### src/rtl/dqs_write_strober.sv
// Purpose: sequences the DQS pad controls (A/TS/RI) plus DQ_OE/BEAT for one write burst.
// Latency: DQS_TS rises after edge (accept + WL_CYC); the accept edge is WL+PRE+BL+POST cycles before READY returns.
// Backpressure: READY is low while a sequence runs; a WR_REQ in that window is discarded and sets sticky DROP.
module dqs_write_strober #(
    parameter int WL_CYC   = 4,
    parameter int PRE_CYC  = 2,
    parameter int POST_CYC = 1
) (
    input  logic       CLK,
    input  logic       RESET_N,
    input  logic       WR_REQ,
    input  logic       BL8,
    input  logic       RD_GATE,
    output logic       READY,
    output logic       DQS_A,
    output logic       DQS_TS,
    output logic       DQS_RI,
    output logic       DQ_OE,
    output logic [2:0] BEAT,
    output logic       DONE,
    output logic       DROP
);

    // The phase counter is shared by WAIT, PRE and POST; it must hold the
    // largest reload value, and is never smaller than a full BL8 burst.
    localparam int CNT_MAX = (WL_CYC > 8) ? WL_CYC : 8;
    localparam int CW      = $clog2(CNT_MAX + 1);

    // Counters count down to zero, so each phase reloads with length-1.
    localparam logic [CW-1:0] WL_LOAD   = CW'((WL_CYC > 0) ? (WL_CYC - 1) : 0);
    localparam logic [CW-1:0] PRE_LOAD  = CW'(PRE_CYC - 1);
    localparam logic [CW-1:0] POST_LOAD = CW'(POST_CYC - 1);

    typedef enum logic [2:0] {
        S_IDLE  = 3'd0,
        S_WAIT  = 3'd1,
        S_PRE   = 3'd2,
        S_BURST = 3'd3,
        S_POST  = 3'd4
    } state_e;

    // Sequencer state
    state_e          state_q, state_d;
    logic [CW-1:0]   cnt_q, cnt_d;
    logic [2:0]      beat_q, beat_d;
    logic            bl8_q, bl8_d;

    // Registered pad / datapath outputs
    logic            ready_q, ready_d;
    logic            dqs_a_q, dqs_a_d;
    logic            dqs_ts_q, dqs_ts_d;
    logic            dqs_ri_q, dqs_ri_d;
    logic            dq_oe_q, dq_oe_d;
    logic [2:0]      beat_out_q, beat_out_d;
    logic            done_q, done_d;
    logic            drop_q, drop_d;

    logic [2:0]      last_beat;

    // Burst length is frozen at acceptance; later BL8 changes are ignored.
    assign last_beat = bl8_q ? 3'd7 : 3'd3;

    // Next-state logic: walk IDLE -> WAIT -> PRE -> BURST -> POST -> IDLE.
    always_comb begin
        state_d = state_q;
        cnt_d   = cnt_q;
        beat_d  = beat_q;
        bl8_d   = bl8_q;
        unique case (state_q)
            S_IDLE: begin
                if (WR_REQ) begin
                    bl8_d  = BL8;
                    beat_d = 3'd0;
                    // A zero write latency skips WAIT and goes straight to preamble.
                    if (WL_CYC > 0) begin
                        state_d = S_WAIT;
                        cnt_d   = WL_LOAD;
                    end else begin
                        state_d = S_PRE;
                        cnt_d   = PRE_LOAD;
                    end
                end
            end
            S_WAIT: begin
                if (cnt_q == '0) begin
                    state_d = S_PRE;
                    cnt_d   = PRE_LOAD;
                end else begin
                    cnt_d = cnt_q - CW'(1);
                end
            end
            S_PRE: begin
                if (cnt_q == '0) begin
                    state_d = S_BURST;
                    beat_d  = 3'd0;
                end else begin
                    cnt_d = cnt_q - CW'(1);
                end
            end
            S_BURST: begin
                if (beat_q == last_beat) begin
                    state_d = S_POST;
                    cnt_d   = POST_LOAD;
                    beat_d  = 3'd0;
                end else begin
                    beat_d = beat_q + 3'd1;
                end
            end
            S_POST: begin
                if (cnt_q == '0) begin
                    state_d = S_IDLE;
                end else begin
                    cnt_d = cnt_q - CW'(1);
                end
            end
            default: begin
                state_d = S_IDLE;
                cnt_d   = '0;
                beat_d  = 3'd0;
            end
        endcase
    end

    // Output decode from the upcoming state so every pad signal leaves a flop.
    always_comb begin
        ready_d    = (state_d == S_IDLE);
        dqs_ts_d   = (state_d == S_PRE) || (state_d == S_BURST) || (state_d == S_POST);
        dq_oe_d    = (state_d == S_BURST);
        // Strobe is high on even beats so the first edge after preamble rises.
        dqs_a_d    = dq_oe_d && !beat_d[0];
        beat_out_d = dq_oe_d ? beat_d : 3'd0;
        // Receive enable only while parked; never while driving or waiting to drive.
        dqs_ri_d   = ready_d && RD_GATE;
        done_d     = (state_q == S_POST) && (state_d == S_IDLE);
        drop_d     = drop_q || (WR_REQ && !ready_q);
    end

    // Sequencer registers; reset aborts any sequence in flight.
    always_ff @(posedge CLK or negedge RESET_N) begin
        if (!RESET_N) begin
            state_q <= S_IDLE;
            cnt_q   <= '0;
            beat_q  <= 3'd0;
            bl8_q   <= 1'b0;
        end else begin
            state_q <= state_d;
            cnt_q   <= cnt_d;
            beat_q  <= beat_d;
            bl8_q   <= bl8_d;
        end
    end

    // Output registers; reset drops the pad to a quiet, idle-ready state.
    always_ff @(posedge CLK or negedge RESET_N) begin
        if (!RESET_N) begin
            ready_q    <= 1'b1;
            dqs_a_q    <= 1'b0;
            dqs_ts_q   <= 1'b0;
            dqs_ri_q   <= 1'b0;
            dq_oe_q    <= 1'b0;
            beat_out_q <= 3'd0;
            done_q     <= 1'b0;
            drop_q     <= 1'b0;
        end else begin
            ready_q    <= ready_d;
            dqs_a_q    <= dqs_a_d;
            dqs_ts_q   <= dqs_ts_d;
            dqs_ri_q   <= dqs_ri_d;
            dq_oe_q    <= dq_oe_d;
            beat_out_q <= beat_out_d;
            done_q     <= done_d;
            drop_q     <= drop_d;
        end
    end

    assign READY  = ready_q;
    assign DQS_A  = dqs_a_q;
    assign DQS_TS = dqs_ts_q;
    assign DQS_RI = dqs_ri_q;
    assign DQ_OE  = dq_oe_q;
    assign BEAT   = beat_out_q;
    assign DONE   = done_q;
    assign DROP   = drop_q;

endmodule

### config.mk
export PLATFORM = sky130hd
export DESIGN_NAME = dqs_write_strober
export DESIGN_NICKNAME = d
export VERILOG_FILES = /design/src/rtl/dqs_write_strober.sv
export SDC_FILE = /design/constraint.sdc
export NUM_CORES = 1
export LEC_CHECK = 0
export ABC_AREA = 1
export BUFFER_PORTS_ARGS = -buffer_cell sky130_fd_sc_hd__buf_2
export CAP_MARGIN = 20
export CORE_MARGIN = 5
export CORE_UTILIZATION = 53
export CTS_CLUSTER_SIZE = 14
export DETAILED_ROUTE_END_ITERATION = 8
export HOLD_SLACK_MARGIN = 0.08
export PLACE_DENSITY = 0.75
export SLEW_MARGIN = 20
export SYNTH_ARGS = -nofsm -noshare
export SYNTH_HDL_FRONTEND = slang
export SYNTH_SLANG_ARGS = --single-unit
### constraint.sdc
create_clock -name CLK -period 1.5 [get_ports CLK]
set_input_delay 0.075 -clock CLK [delete_from_list [all_inputs] [get_ports CLK]]
set_output_delay 0.075 -clock CLK [all_outputs]
set_load 0.01 [all_outputs]
==> flow_summary_export.csv <==
group,metric,value,unit
global_route,grt_max_degree,22,
timing,min_period,1.41,ns
global_route,grt_pass1_vias,852,
floorplan,die_area,2980,sq um
drt,drtIter0Drc,29,
power,internal-power,1.34,mW
worst_setup_path,cpPeakStageDelay,0.44,ns
floorplan,start_util,54.8,%
status,outcome,"complete, no violations",
synth,synth_fa_ha_area_share,3.57,%
run,cap_violations,0,
timing,setup_viol,0,
worst_setup_path,worstSetupEndpointType,"flip-flop",
synth,ys_seq_area_share,50.1,%
drt,vias_per_cell,5.11,
synth,netlist_instances,128,
synth,syn-cell-area,1050,sq um
global_route,grt_use_total,16.4,%
cells_and_area,antennaDiodeCount,0,
cts,cts_max_level,1,
placement,io_buffers,14,
global_route,antenna_found_initial,0,
timing,setup_ws,0.0862,ns
synth,synthMuxAreaShare,0,%
cts,numCtsBuffers,3,
placement,post-place-ws,0.0195,ns
worst_setup_path,crit_required,1.70,ns
timing,worst_pin_slew,0.478,ns
synth,synth_edf_count,0,
synth,syn_area_per_cell,8.22,sq um
drt,vias,904,
power,seqPwrFrac,35.3,%
drt,drtPass1Iterations,6,
drt,wire_per_inst,11.9,um
synth,synth_xor_area_share,1.66,%
synth,synth_top_family_by_area,"simple AND/OR/NAND/NOR gates",
synth,synth_async_sr_flop_share,100,%
synth,synth_compound_area_share,4.52,%
floorplan,die_height,54.6,um
power,irDropWorstVdd,1390,uV
global_route,grt_first_pass_wirelength,3470,um
synth,synth_commonest_cells,"nand2_1 (30), dfrtp_1 (20), inv_1 (18), nor2_1 (18), nand3_1 (9)",
power,power_density,1980,nW/um^2
synth,synth_most_common_cell,"nand2_1",
worst_setup_path,cpMaxStageDelayCell,"dfrtp_1",
cells_and_area,drive_gt1_share,28.0,%
synth,syn-num-nets,136,
worst_setup_path,cp_cell_sequence,"inv_2, nand2_1, nor2_2, inv_1, nor2_1, nor2_2, nand3_2, nor2_1",
drt,drc,0,
synth,yosys_register_bits,21,
timing,fmax,707,MHz
timing,maxSlewHeadroom,68.2,%
drt,final_antenna_net_count,0,
synth,synth_cell_types,20,
power,switching_share,46.5,%
floorplan,die_x,54.6,um
cells_and_area,area_delta_synth_final,20.1,%
cells_and_area,seqCellArea,527,sq um
placement,dpl.hpwl,1500,um
synth,yosys-top-cells-area,"dfrtp_1 (48%), nand2_1 (11%), inv_1 (6.4%), nor2_1 (6.4%), nand3_1 (4.3%)",
drt,wirelength,2100,um
timing,slew_violations,0,
synth,yosys.area.top_type,"dfrtp_1",
cells_and_area,fill_cells,168,
worst_setup_path,cp-start-kind,"flip-flop",
cts,clk_latency,0.31,ns
synth,synth_top_area_share,47.6,%
cts,cts_setup_buffers,0,
timing,clock_skew,0.00865,ns
placement,gp_congestion,0.823,
cts,clkTransAtPathRegs,0.13,ns
worst_hold_path,hold_path_class,"primary input to asynchronous set/reset pin",
power,power_frac_comb,53.5,%
synth,ys_warn_count,0,
timing,rsz0062_at_grt,"false",
cells_and_area,fin_nets,159,
timing,hold_viol_final,0,
synth,ys.flop_type,"dfrtp_1",
synth,synth-simple-area-share,32.3,%
cells_and_area,multi_input_area,483,sq um
floorplan,core,1920,sq um
global_route,overflow,0,
cts,cts_tree,"built",
power,p_switching,1.16,mW
cts,cts.path.max_buffers,2,
power,p_clk_share,11.3,%
power,p_leak,0.689,nW
worst_setup_path,path_max_fanout,6,
floorplan,boundaryPins,15,
timing,min_period_over_period,94.3,%
floorplan,row_count,16,
cts,cts_sinks,21,
timing,setup_tns,0,ns
worst_setup_path,crit_type,"flip-flop to flip-flop",
worst_setup_path,arrival,1.62,ns
cts,cts_root_buf,"clkbuf_4",
==> cell type report <==
| type | instances | area share (%) |
|---|---|---|
| Clock buffer | 3 | 1.78 |
| Clock inverter | 1 | 0.396 |
| Inverter | 22 | 6.53 |
| Multi-Input combinational cell | 85 | 38.2 |
| Sequential cell | 21 | 41.7 |
| Tap cell | 27 | 2.67 |
| Timing Repair Buffer | 18 | 8.71 |
==> logic make-up (layout without fill, tap and decap cells) <==
family	after synthesis	count (layout)
AND/OR/NAND/NOR	71	71
adder cells (fa/ha/maj)	3	3
flip-flops	21	21
XOR/XNOR	2	2
AO/OA/AOI/OAI	9	9
buffers and inverters	22	44
==> power groups by stage <==
| stage | Clock, mW | Sequential [mW] | Combinational [mW] |
|---|---|---|---|
| floorplan | 0 | 0.903 | 0.910 |
| global placement | 0 | 0.877 | 1.19 |
| detailed placement | 0 | 0.882 | 1.22 |
| CTS | 0.282 | 0.876 | 1.24 |
| global route | 0.298 | 0.906 | 1.52 |
| finish | 0.282 | 0.883 | 1.34 |
==> worst max-delay path, delay by kind of cell (launching register included) <==
kind	cells	cell delay (ns)
flops	1	0.44
simple gates	6	0.66
buf+inv	2	0.20
==> cells in the final DEF (no fill, tap or decap), drive strengths merged, types with 2 or more instances in the layout <==
master       synthesis  final
nor2                21     21
nand2               33     33
a21oi                2      2
o21ai                6      6
ha                   3      3
clkbuf               0      3
dlygate4sd3          0      4
nand3               13     13
dfrtp               20     20
buf                  0     14
nand4                3      3
xor2                 2      2
inv                 22     22
==> registers in the layout (all words and copies together) (netlist names) <==
register and flops:
BEAT 3, DONE 1, DQS_A 1, DQS_RI 1, DQS_TS 1, DQ_OE 1, DROP 1, READY 1
beat_q 3, bl8_q 1, cnt_q 4, state_q 3
==> routing by layer <==
| layer | global-route usage (%) | vias up | wire, um |
|---|---|---|---|
| li1 | - | 441 | - |
| met1 | 20.5 | 418 | 941 |
| met2 | 27.7 | 36 | 1010 |
| met3 | 2.45 | 9 | 107 |
| met4 | 7.47 | 0 | 49 |
| met5 | 0 | - | 0 |
==> through the flow <==
step	cells	instance area, sq um	power, mW	hold WS (ns)	utilization, %
2_1_floorplan	128	1050	1.81	-0.221	-
3_3_place_gp	169	1160	2.07	0.0516	60.2
3_5_place_dp	169	1160	2.11	0.0570	60.2
4_1_cts	177	1230	2.40	0.251	63.8
5_1_grt	177	1260	2.73	0.286	65.8
6_report	177	1260	2.51	0.239	65.8
==> final timing paths <==
| check | from | end | slack (ns) | depth (start not counted) |
|---|---|---|---|---|
| worst max register to register | state_q[2] | DONE | 0.09 | 8 |
| worst max-delay path | state_q[2] | DONE | 0.09 | 8 |
| worst min-delay path | RESET_N | cnt_q[0] | 0.24 | 2 |
| worst min register to register | DROP | DROP | 0.48 | 1 |
| min in group CLK | DROP | DROP | 0.48 | 1 |
| max in group asynchronous | RESET_N | READY | 0.90 | 2 |
==> repair_timing <==
item,in CTS,in global routing
gates resized for setup,1,10
pin swaps,0,1
cloned,0,0
endpoints found under the hold margin,24,0
setup endpoints to repair,1,9
hold buffers,4,0
Power figures use the tool's default switching activity.
